--- src/rtl/instruction_fetch.sv ---
// -----------------------------------------------------------------------------
// instruction_fetch
//
// Pipeline front end. Owns the program counter, drives the word address into
// the synchronous-read instruction memory, captures the returned word one
// cycle later and hands {pc, instr} to decode through a 2-entry FIFO under a
// valid/ready handshake. A redirect flushes everything in flight and restarts
// fetch at the new target. One instruction per cycle when decode never stalls.
//
// Optional feature macro: IFETCH_MISALIGN_CHK_EN
//   defined   : a redirect to a non-word-aligned target raises the sticky
//               fetch_fault flag, loads pc unmodified and stops all issue.
//   undefined : fetch_fault is tied low and redirect targets are word-aligned
//               by clearing bits [1:0].
//
// Ports
//   clk             in   rising-edge clock
//   rst             in   asynchronous active-high reset
//   redirect_valid  in   restart fetch at redirect_pc (highest priority)
//   redirect_pc     in   byte address of the new fetch target
//   imem_addr       out  word index for the instruction memory ({2'b00, pc[63:2]})
//   imem_instr      in   memory read data, valid the cycle after the address
//   out_valid       out  FIFO head holds a fetched instruction
//   out_ready       in   decode accepts the head this cycle
//   out_pc          out  byte PC of the head instruction
//   out_instr       out  head instruction word
//   fetch_fault     out  sticky misaligned-redirect flag
// -----------------------------------------------------------------------------
module instruction_fetch #(
  parameter logic [63:0] RESET_PC = 64'h0
) (
  input  logic        clk,
  input  logic        rst,
  input  logic        redirect_valid,
  input  logic [63:0] redirect_pc,
  output logic [63:0] imem_addr,
  input  logic [31:0] imem_instr,
  output logic        out_valid,
  input  logic        out_ready,
  output logic [63:0] out_pc,
  output logic [31:0] out_instr,
  output logic        fetch_fault
);

  // ---------------------------------------------------------------------------
  // State
  // ---------------------------------------------------------------------------
  logic [63:0] r_pc;
  logic        r_inflight;
  logic [63:0] r_inflight_pc;

  logic [63:0] r_fifo_pc    [2];
  logic [31:0] r_fifo_instr [2];
  logic        r_rd_ptr;
  logic        r_wr_ptr;
  logic [1:0]  r_count;

  // ---------------------------------------------------------------------------
  // Control
  // ---------------------------------------------------------------------------
  logic        w_pop;
  logic        w_push;
  logic        w_issue;
  logic [2:0]  w_occupancy;
  logic        w_fault;
  logic [63:0] w_redirect_target;

  assign out_valid = (r_count != 2'd0);
  assign w_pop     = out_valid & out_ready;

  // Slots committed after this edge: buffered + in flight - leaving. Counting
  // the pop lets issue resume on the very edge decode drains a full FIFO.
  // A pop implies count >= 1, so the subtraction never underflows.
  assign w_occupancy = {1'b0, r_count} + {2'b00, r_inflight} - {2'b00, w_pop};

  assign w_issue = !redirect_valid && !w_fault && (w_occupancy < 3'd2);

  // A response is only kept if no redirect flushes it on arrival.
  assign w_push = r_inflight && !redirect_valid;

  assign imem_addr = {2'b00, r_pc[63:2]};

`ifdef IFETCH_MISALIGN_CHK_EN
  logic r_fetch_fault;

  always_ff @(posedge clk or posedge rst) begin
    if (rst) begin
      r_fetch_fault <= 1'b0;
    end else if (redirect_valid && (redirect_pc[1:0] != 2'b00)) begin
      r_fetch_fault <= 1'b1;
    end
  end

  assign w_fault           = r_fetch_fault;
  assign w_redirect_target = redirect_pc;
`else
  logic w_unused_redirect_lsb;

  assign w_unused_redirect_lsb = ^redirect_pc[1:0];
  assign w_fault               = 1'b0;
  assign w_redirect_target     = {redirect_pc[63:2], 2'b00};
`endif

  assign fetch_fault = w_fault;

  // ---------------------------------------------------------------------------
  // Program counter and in-flight request
  // ---------------------------------------------------------------------------
  always_ff @(posedge clk or posedge rst) begin
    if (rst) begin
      r_pc <= RESET_PC;
    end else if (redirect_valid) begin
      r_pc <= w_redirect_target;
    end else if (w_issue) begin
      r_pc <= r_pc + 64'd4;
    end
  end

  // Issue is already suppressed during a redirect, so this also drops the
  // outstanding request on a flush; its data returns next cycle and is ignored.
  always_ff @(posedge clk or posedge rst) begin
    if (rst) begin
      r_inflight <= 1'b0;
    end else if (redirect_valid) begin
      r_inflight <= 1'b0;
    end else begin
      r_inflight <= w_issue;
    end
  end

  always_ff @(posedge clk or posedge rst) begin
    if (rst) begin
      r_inflight_pc <= 64'd0;
    end else if (w_issue) begin
      r_inflight_pc <= r_pc;
    end
  end

  // ---------------------------------------------------------------------------
  // 2-entry fetch FIFO
  // The issue rule keeps count + inflight <= 2, so a push never finds it full.
  // ---------------------------------------------------------------------------
  always_ff @(posedge clk or posedge rst) begin
    if (rst) begin
      r_fifo_pc[0]    <= 64'd0;
      r_fifo_pc[1]    <= 64'd0;
      r_fifo_instr[0] <= 32'd0;
      r_fifo_instr[1] <= 32'd0;
    end else if (w_push) begin
      r_fifo_pc[r_wr_ptr]    <= r_inflight_pc;
      r_fifo_instr[r_wr_ptr] <= imem_instr;
    end
  end

  always_ff @(posedge clk or posedge rst) begin
    if (rst) begin
      r_rd_ptr <= 1'b0;
      r_wr_ptr <= 1'b0;
      r_count  <= 2'd0;
    end else if (redirect_valid) begin
      // A pop on this edge still completes: decode already owns that entry.
      r_rd_ptr <= 1'b0;
      r_wr_ptr <= 1'b0;
      r_count  <= 2'd0;
    end else begin
      if (w_push) begin
        r_wr_ptr <= ~r_wr_ptr;
      end
      if (w_pop) begin
        r_rd_ptr <= ~r_rd_ptr;
      end
      unique case ({w_push, w_pop})
        2'b10:   r_count <= r_count + 2'd1;
        2'b01:   r_count <= r_count - 2'd1;
        default: r_count <= r_count;
      endcase
    end
  end

  assign out_pc    = r_fifo_pc[r_rd_ptr];
  assign out_instr = r_fifo_instr[r_rd_ptr];

endmodule
--- config.mk ---
export PLATFORM = sky130hd
export DESIGN_NAME = instruction_fetch
export DESIGN_NICKNAME = d
export VERILOG_FILES = /design/src/rtl/instruction_fetch.sv
export SDC_FILE = /design/constraint.sdc
export NUM_CORES = 1
export LEC_CHECK = 0
export ABC_AREA = 0
export CAP_MARGIN = 20
export CORE_ASPECT_RATIO = 0.75
export CORE_MARGIN = 3
export CORE_UTILIZATION = 51
export CTS_BUF_LIST = sky130_fd_sc_hd__clkbuf_4 sky130_fd_sc_hd__clkbuf_8
export DETAILED_ROUTE_END_ITERATION = 16
export PLACE_DENSITY = 0.78
export SYNTH_ARGS = -nofsm -noshare
export SYNTH_HDL_FRONTEND = slang
export SYNTH_SLANG_ARGS = --single-unit
--- constraint.sdc ---
create_clock -name clk -period 17.17 [get_ports clk]
set_input_delay 2.5755 -clock clk [delete_from_list [all_inputs] [get_ports clk]]
set_output_delay 2.5755 -clock clk [all_outputs]
set_load 0.02 [all_outputs]
==> report_table.html <==
<table>
<tr><th>Metric</th><th>Value</th></tr>
<tr><th colspan="2">Outcome</th></tr>
<tr><td>Result of the run</td><td>complete, no violations</td></tr>
<tr><th colspan="2">Timing</th></tr>
<tr><td>Final Hold Fails</td><td>0</td></tr>
<tr><td>Part of the cycle the worst path needs</td><td>35.2%</td></tr>
<tr><td>Number of setup violations in the final report</td><td>0</td></tr>
<tr><td>Worst clock skew on the final layout</td><td>0.0227 ns</td></tr>
<tr><td>Period minus WS final</td><td>6.04 ns</td></tr>
<tr><td>Max Freq</td><td>0.165 GHz</td></tr>
<tr><td>Tightest slew margin relative to the limit</td><td>28.2%</td></tr>
<tr><td>Post-layout worst setup margin</td><td>11.13 ns</td></tr>
<tr><td>Actual transition at the worst max-transition pin</td><td>1.07 ns</td></tr>
<tr><td>Total Neg Setup Slack</td><td>0 ns</td></tr>
<tr><td>Number of pins exceeding their max-slew limit in the final report</td><td>0</td></tr>
<tr><td>Final-layout worst hold slack</td><td>0.500 ns</td></tr>
<tr><td>Unrepaired setup endpoints after global routing</td><td>false</td></tr>
<tr><th colspan="2">Logic synthesis</th></tr>
<tr><td>Synth Area in Simple Gates</td><td>9.19%</td></tr>
<tr><td>Mapped Area</td><td>14400 µm²</td></tr>
<tr><td>Count of state elements after synthesis</td><td>317</td></tr>
<tr><td>Top cells by area in the synthesized netlist</td><td>dfrtp_1 55%, mux2_2 27%, o21ai_0 1.8%</td></tr>
<tr><td>Seq/Total Area, Yosys</td><td>55.0%</td></tr>
<tr><td>Number of flops mapped to enable cells by yosys</td><td>0</td></tr>
<tr><td>Multiplexer share of the synthesized area</td><td>27.3%</td></tr>
<tr><td>Main synth FF type</td><td>dfrtp_1</td></tr>
<tr><td>Ys Warns</td><td>0</td></tr>
<tr><td>Synth unique cells</td><td>49</td></tr>
<tr><td>FFs w/ async S/R, synth</td><td>100%</td></tr>
<tr><td>Area share of xor/xnor cells in the synthesized design</td><td>2.31%</td></tr>
<tr><td>Fraction of post-synthesis cell area in the top cell type by area</td><td>55.0%</td></tr>
<tr><td>Post-Synthesis Cells</td><td>1105</td></tr>
<tr><td>Largest family of logic cells by synthesized area</td><td>multiplexers</td></tr>
<tr><td>Cell accounting for the most synthesized area</td><td>dfrtp_1</td></tr>
<tr><td>Adder-cell share of the synthesized area</td><td>0.312%</td></tr>
<tr><td>Post-synthesis area per instance</td><td>13.1 µm²</td></tr>
<tr><td>Compound-gate portion of the synthesized area</td><td>3.44%</td></tr>
<tr><th colspan="2">Place</th></tr>
<tr><td>Placed wire-length estimate</td><td>23900 µm</td></tr>
<tr><td>Placed Cells</td><td>1687</td></tr>
<tr><td>Placed instance area</td><td>17300 µm²</td></tr>
<tr><td>Final Wtd Congestion</td><td>0.766</td></tr>
<tr><td>Input/output buffers</td><td>254</td></tr>
<tr><td>Setup slack after placement</td><td>10.52 ns</td></tr>
<tr><th colspan="2">Power and ir drop</th></tr>
<tr><td>Internal cell power</td><td>2.11 mW</td></tr>
<tr><td>Proportion of total power due to net switching</td><td>32.9%</td></tr>
<tr><td>Fraction of power consumed by sequential logic</td><td>40.0%</td></tr>
<tr><td>Logic gate share of total power</td><td>39.7%</td></tr>
<tr><td>Leakage power</td><td>7.52 nW</td></tr>
<tr><td>Power per unit of standard cell area</td><td>173 nW/µm²</td></tr>
<tr><td>Relative contribution of the clock network to total power</td><td>20.3%</td></tr>
<tr><td>Reported net switching power</td><td>1.04 mW</td></tr>
<tr><td>Worst vdd rail ir drop</td><td>0.0000956 V</td></tr>
<tr><td>Post-route total power</td><td>3.15 mW</td></tr>
<tr><th colspan="2">Drt</th></tr>
<tr><td>Post-route DRC violation count</td><td>0</td></tr>
<tr><td>Count of TritonRoute iterations in the first routing pass</td><td>5</td></tr>
<tr><td>Drt via density</td><td>5.60</td></tr>
<tr><td>DR iter-0 viols</td><td>571</td></tr>
<tr><td>Routed WL</td><td>36400 µm</td></tr>
<tr><td>Drt wl/cell</td><td>20.5 µm</td></tr>
<tr><td>Number of vias after detailed routing</td><td>9936</td></tr>
<tr><td>Antenna-violating nets left</td><td>0</td></tr>
<tr><th colspan="2">Die</th></tr>
<tr><td>Core Footprint</td><td>27400 µm²</td></tr>
<tr><td>Starting density of the core</td><td>52.7%</td></tr>
<tr><td>Total die area</td><td>30400 µm²</td></tr>
<tr><td>Die Span X</td><td>200 µm</td></tr>
<tr><td>Height of the die</td><td>152 µm</td></tr>
<tr><td>Ports placed on the boundary</td><td>262</td></tr>
<tr><td>Placement row count</td><td>52</td></tr>
<tr><th colspan="2">Critical path</th></tr>
<tr><td>Worst r2r path cells</td><td>12</td></tr>
<tr><td>Arrival time at the worst endpoint</td><td>6.53 ns</td></tr>
<tr><td>Startpoint Class</td><td>input port</td></tr>
<tr><td>Highest net fanout along the worst path</td><td>12</td></tr>
<tr><td>Worst EP required</td><td>17.66 ns</td></tr>
<tr><td>Critical register-to-register path endpoint</td><td>r_pc[57]</td></tr>
<tr><td>Setup CP Type</td><td>input port to flop</td></tr>
<tr><td>Flop-to-flop setup slack</td><td>12.98 ns</td></tr>
<tr><td>Setup crit end kind</td><td>flop</td></tr>
<tr><td>Startpoint of the lowest-slack register-to-register path</td><td>r_count[0]</td></tr>
<tr><th colspan="2">Clock network</th></tr>
<tr><td>Deepest level of the CTS H-tree</td><td>2</td></tr>
<tr><td>Clock transition at path regs</td><td>0.06 ns</td></tr>
<tr><td>Number of sinks handled by clock tree synthesis</td><td>317</td></tr>
<tr><td>Clk Latency, worst-skew pair</td><td>0.59 ns</td></tr>
<tr><td>Setup Buffers After CTS</td><td>0</td></tr>
<tr><td>Deepest clock path buffer count</td><td>3</td></tr>
<tr><td>Count of hold-fix buffers inserted at cts</td><td>0</td></tr>
<tr><td>Cts bufs inserted</td><td>50</td></tr>
<tr><td>Post-cts resize count</td><td>0</td></tr>
<tr><td>CTS tree</td><td>done</td></tr>
<tr><td>Cell at the root of the clock tree</td><td>clkbuf_8</td></tr>
<tr><th colspan="2">Cells and area</th></tr>
<tr><td>Layout cells sized above 1</td><td>33.7%</td></tr>
<tr><td>Share of the core filled with cells in the final layout</td><td>66.7%</td></tr>
<tr><td>NumNets Final</td><td>1465</td></tr>
<tr><td>Area growth from synthesis to final layout</td><td>26.7%</td></tr>
<tr><td>Post-route standard cell area excluding fillers</td><td>18300 µm²</td></tr>
<tr><td>Post-route non-filler standard cell count</td><td>1775</td></tr>
<tr><th colspan="2">Global routing</th></tr>
<tr><td>Pin count of the biggest net entering global routing</td><td>112</td></tr>
<tr><td>GRT Resource Usage Total</td><td>23.8%</td></tr>
<tr><td>Number of antenna violations at the first check in global routing</td><td>3</td></tr>
<tr><td>Global-route wire length before repair</td><td>57600 µm</td></tr>
<tr><td>Overflow after GRT</td><td>0</td></tr>
<tr><td>Via count of the first global-routing pass</td><td>10300</td></tr>
<tr><th colspan="2">Hold path</th></tr>
<tr><td>Hold wc startpoint</td><td>r_fifo_instr[0]</td></tr>
<tr><td>WHS Endpoint</td><td>r_fifo_instr[0]</td></tr>
<tr><td>Number of cells traversed by the worst hold path</td><td>1</td></tr>
<tr><td>Classification of the worst-slack hold path</td><td>flop to flop</td></tr>
<tr><th colspan="2">Run</th></tr>
<tr><td>MaxCap Viol Count</td><td>0</td></tr>
</table>
-- area by class of cell --
cell class / count / area [µm²]
fill: 2052 / 9120
antenna: 2 / 5.00
clock inverter: 5 / 33.8
sequential: 317 / 7940
tap: 378 / 473
inverter: 10 / 45.0
multi-input combinational: 717 / 6180
clock buffer: 80 / 957
timing repair buffer: 266 / 2640
-- critical path: stages --
cell and delay [ns]:
clkdlybuf4s50_1 0.52, nand2_1 0.13, inv_1 0.08, ha_1 0.21, nand2b_1 0.15, fa_1 0.56, nand3_1 0.19, nor4_4 0.73
nand4_1 0.67, or3_1 0.54, a31oi_1 0.16
-- per-layer routing --
metal | GRT usage (%) | share of wire [%] | vias up
li1 | - | - | 4495
met1 | 33.2 | 46 | 5082
met2 | 37.1 | 46 | 311
met3 | 6.64 | 7.3 | 46
met5 | 0 | 0.036 | -
met4 | 6.19 | 1.6 | 2
-- cell families (layout without fill, tap and decap cells) --
| group | Yosys count | after routing |
|---|---|---|
| multiplexers | 350 | 350 |
| flip-flops | 317 | 317 |
| AND/OR/NAND/NOR | 236 | 236 |
| AO/OA/AOI/OAI | 85 | 85 |
| buffers and inverters | 75 | 361 |
| XOR/XNOR | 38 | 38 |
| adder cells (fa/ha/maj) | 3 | 3 |
| other | 1 | 7 |
-- cell usage after synthesis (all sizes together) (2+ instances only) --
master	instances
mux2	348
dfrtp	317
nand2	63
o21ai	51
nor2	40
buf	35
nand4	34
nand3	32
clkbuf	28
xor2	23
a31oi	21
or3	21
xnor2	15
nor3	11
inv	10
nor4	10
and3	8
nand2b	4
nand4b	3
o211ai	3
o31a	3
or4	3
a211o	2
and2	2
dlygate4sd1	2
ha	2
mux2i	2
nor2b	2
nor3b	2
-- how the worst max path moves through the flow --
stage | startpoint | endpoint | slack, ns
2_1_floorplan | rst | r_count[0] | 5.82
3_3_place_gp | out_ready | r_inflight_pc[57] | 10.61
3_5_place_dp | out_ready | r_inflight_pc[47] | 10.52
4_1_cts | out_ready | r_inflight_pc[36] | 11.13
5_1_grt | out_ready | r_pc[53] | 10.88
6_report | out_ready | r_pc[57] | 11.13
-- flip-flops by register name, summed over array words and instances, names as in the netlist --
| register | cells |
|---|---|
| r_fifo_pc | 124 |
| r_inflight_pc | 62 |
| r_count | 2 |
| r_inflight | 1 |
| r_rd_ptr | 1 |
| r_fifo_instr | 64 |
| r_wr_ptr | 1 |
| r_pc | 62 |
-- power by group through the flow --
stage               Combinational [mW]  Clock (mW)  Sequential, mW
detailed placement                1.26           0            1.27
floorplan                        0.813           0            1.22
global placement                  1.23           0            1.25
finish                            1.25       0.640            1.26
CTS                               1.27       0.654            1.26
global route                      1.33       0.691            1.30
-- cell usage in the layout (no fill, tap or decap), drive strengths merged, types with 2 or more instances in the layout --
cell	n
ha	2
o211ai	3
nor3	11
dfrtp	317
xor2	23
nand2	63
a211o	2
clkdlybuf4s50	253
nor2	40
mux2i	2
or3	21
conb	5
xnor2	15
a31oi	21
buf	13
and3	8
clkbuf	80
nor3b	2
nor2b	2
clkinv	2
nand3	32
o31a	3
and2	2
nand4	34
nand4b	3
inv	11
or4	3
diode	2
nor4	10
mux2	348
clkinvlp	2
o21ai	51
nand2b	4
No activity file was read; power rests on OpenSTA's default activity.
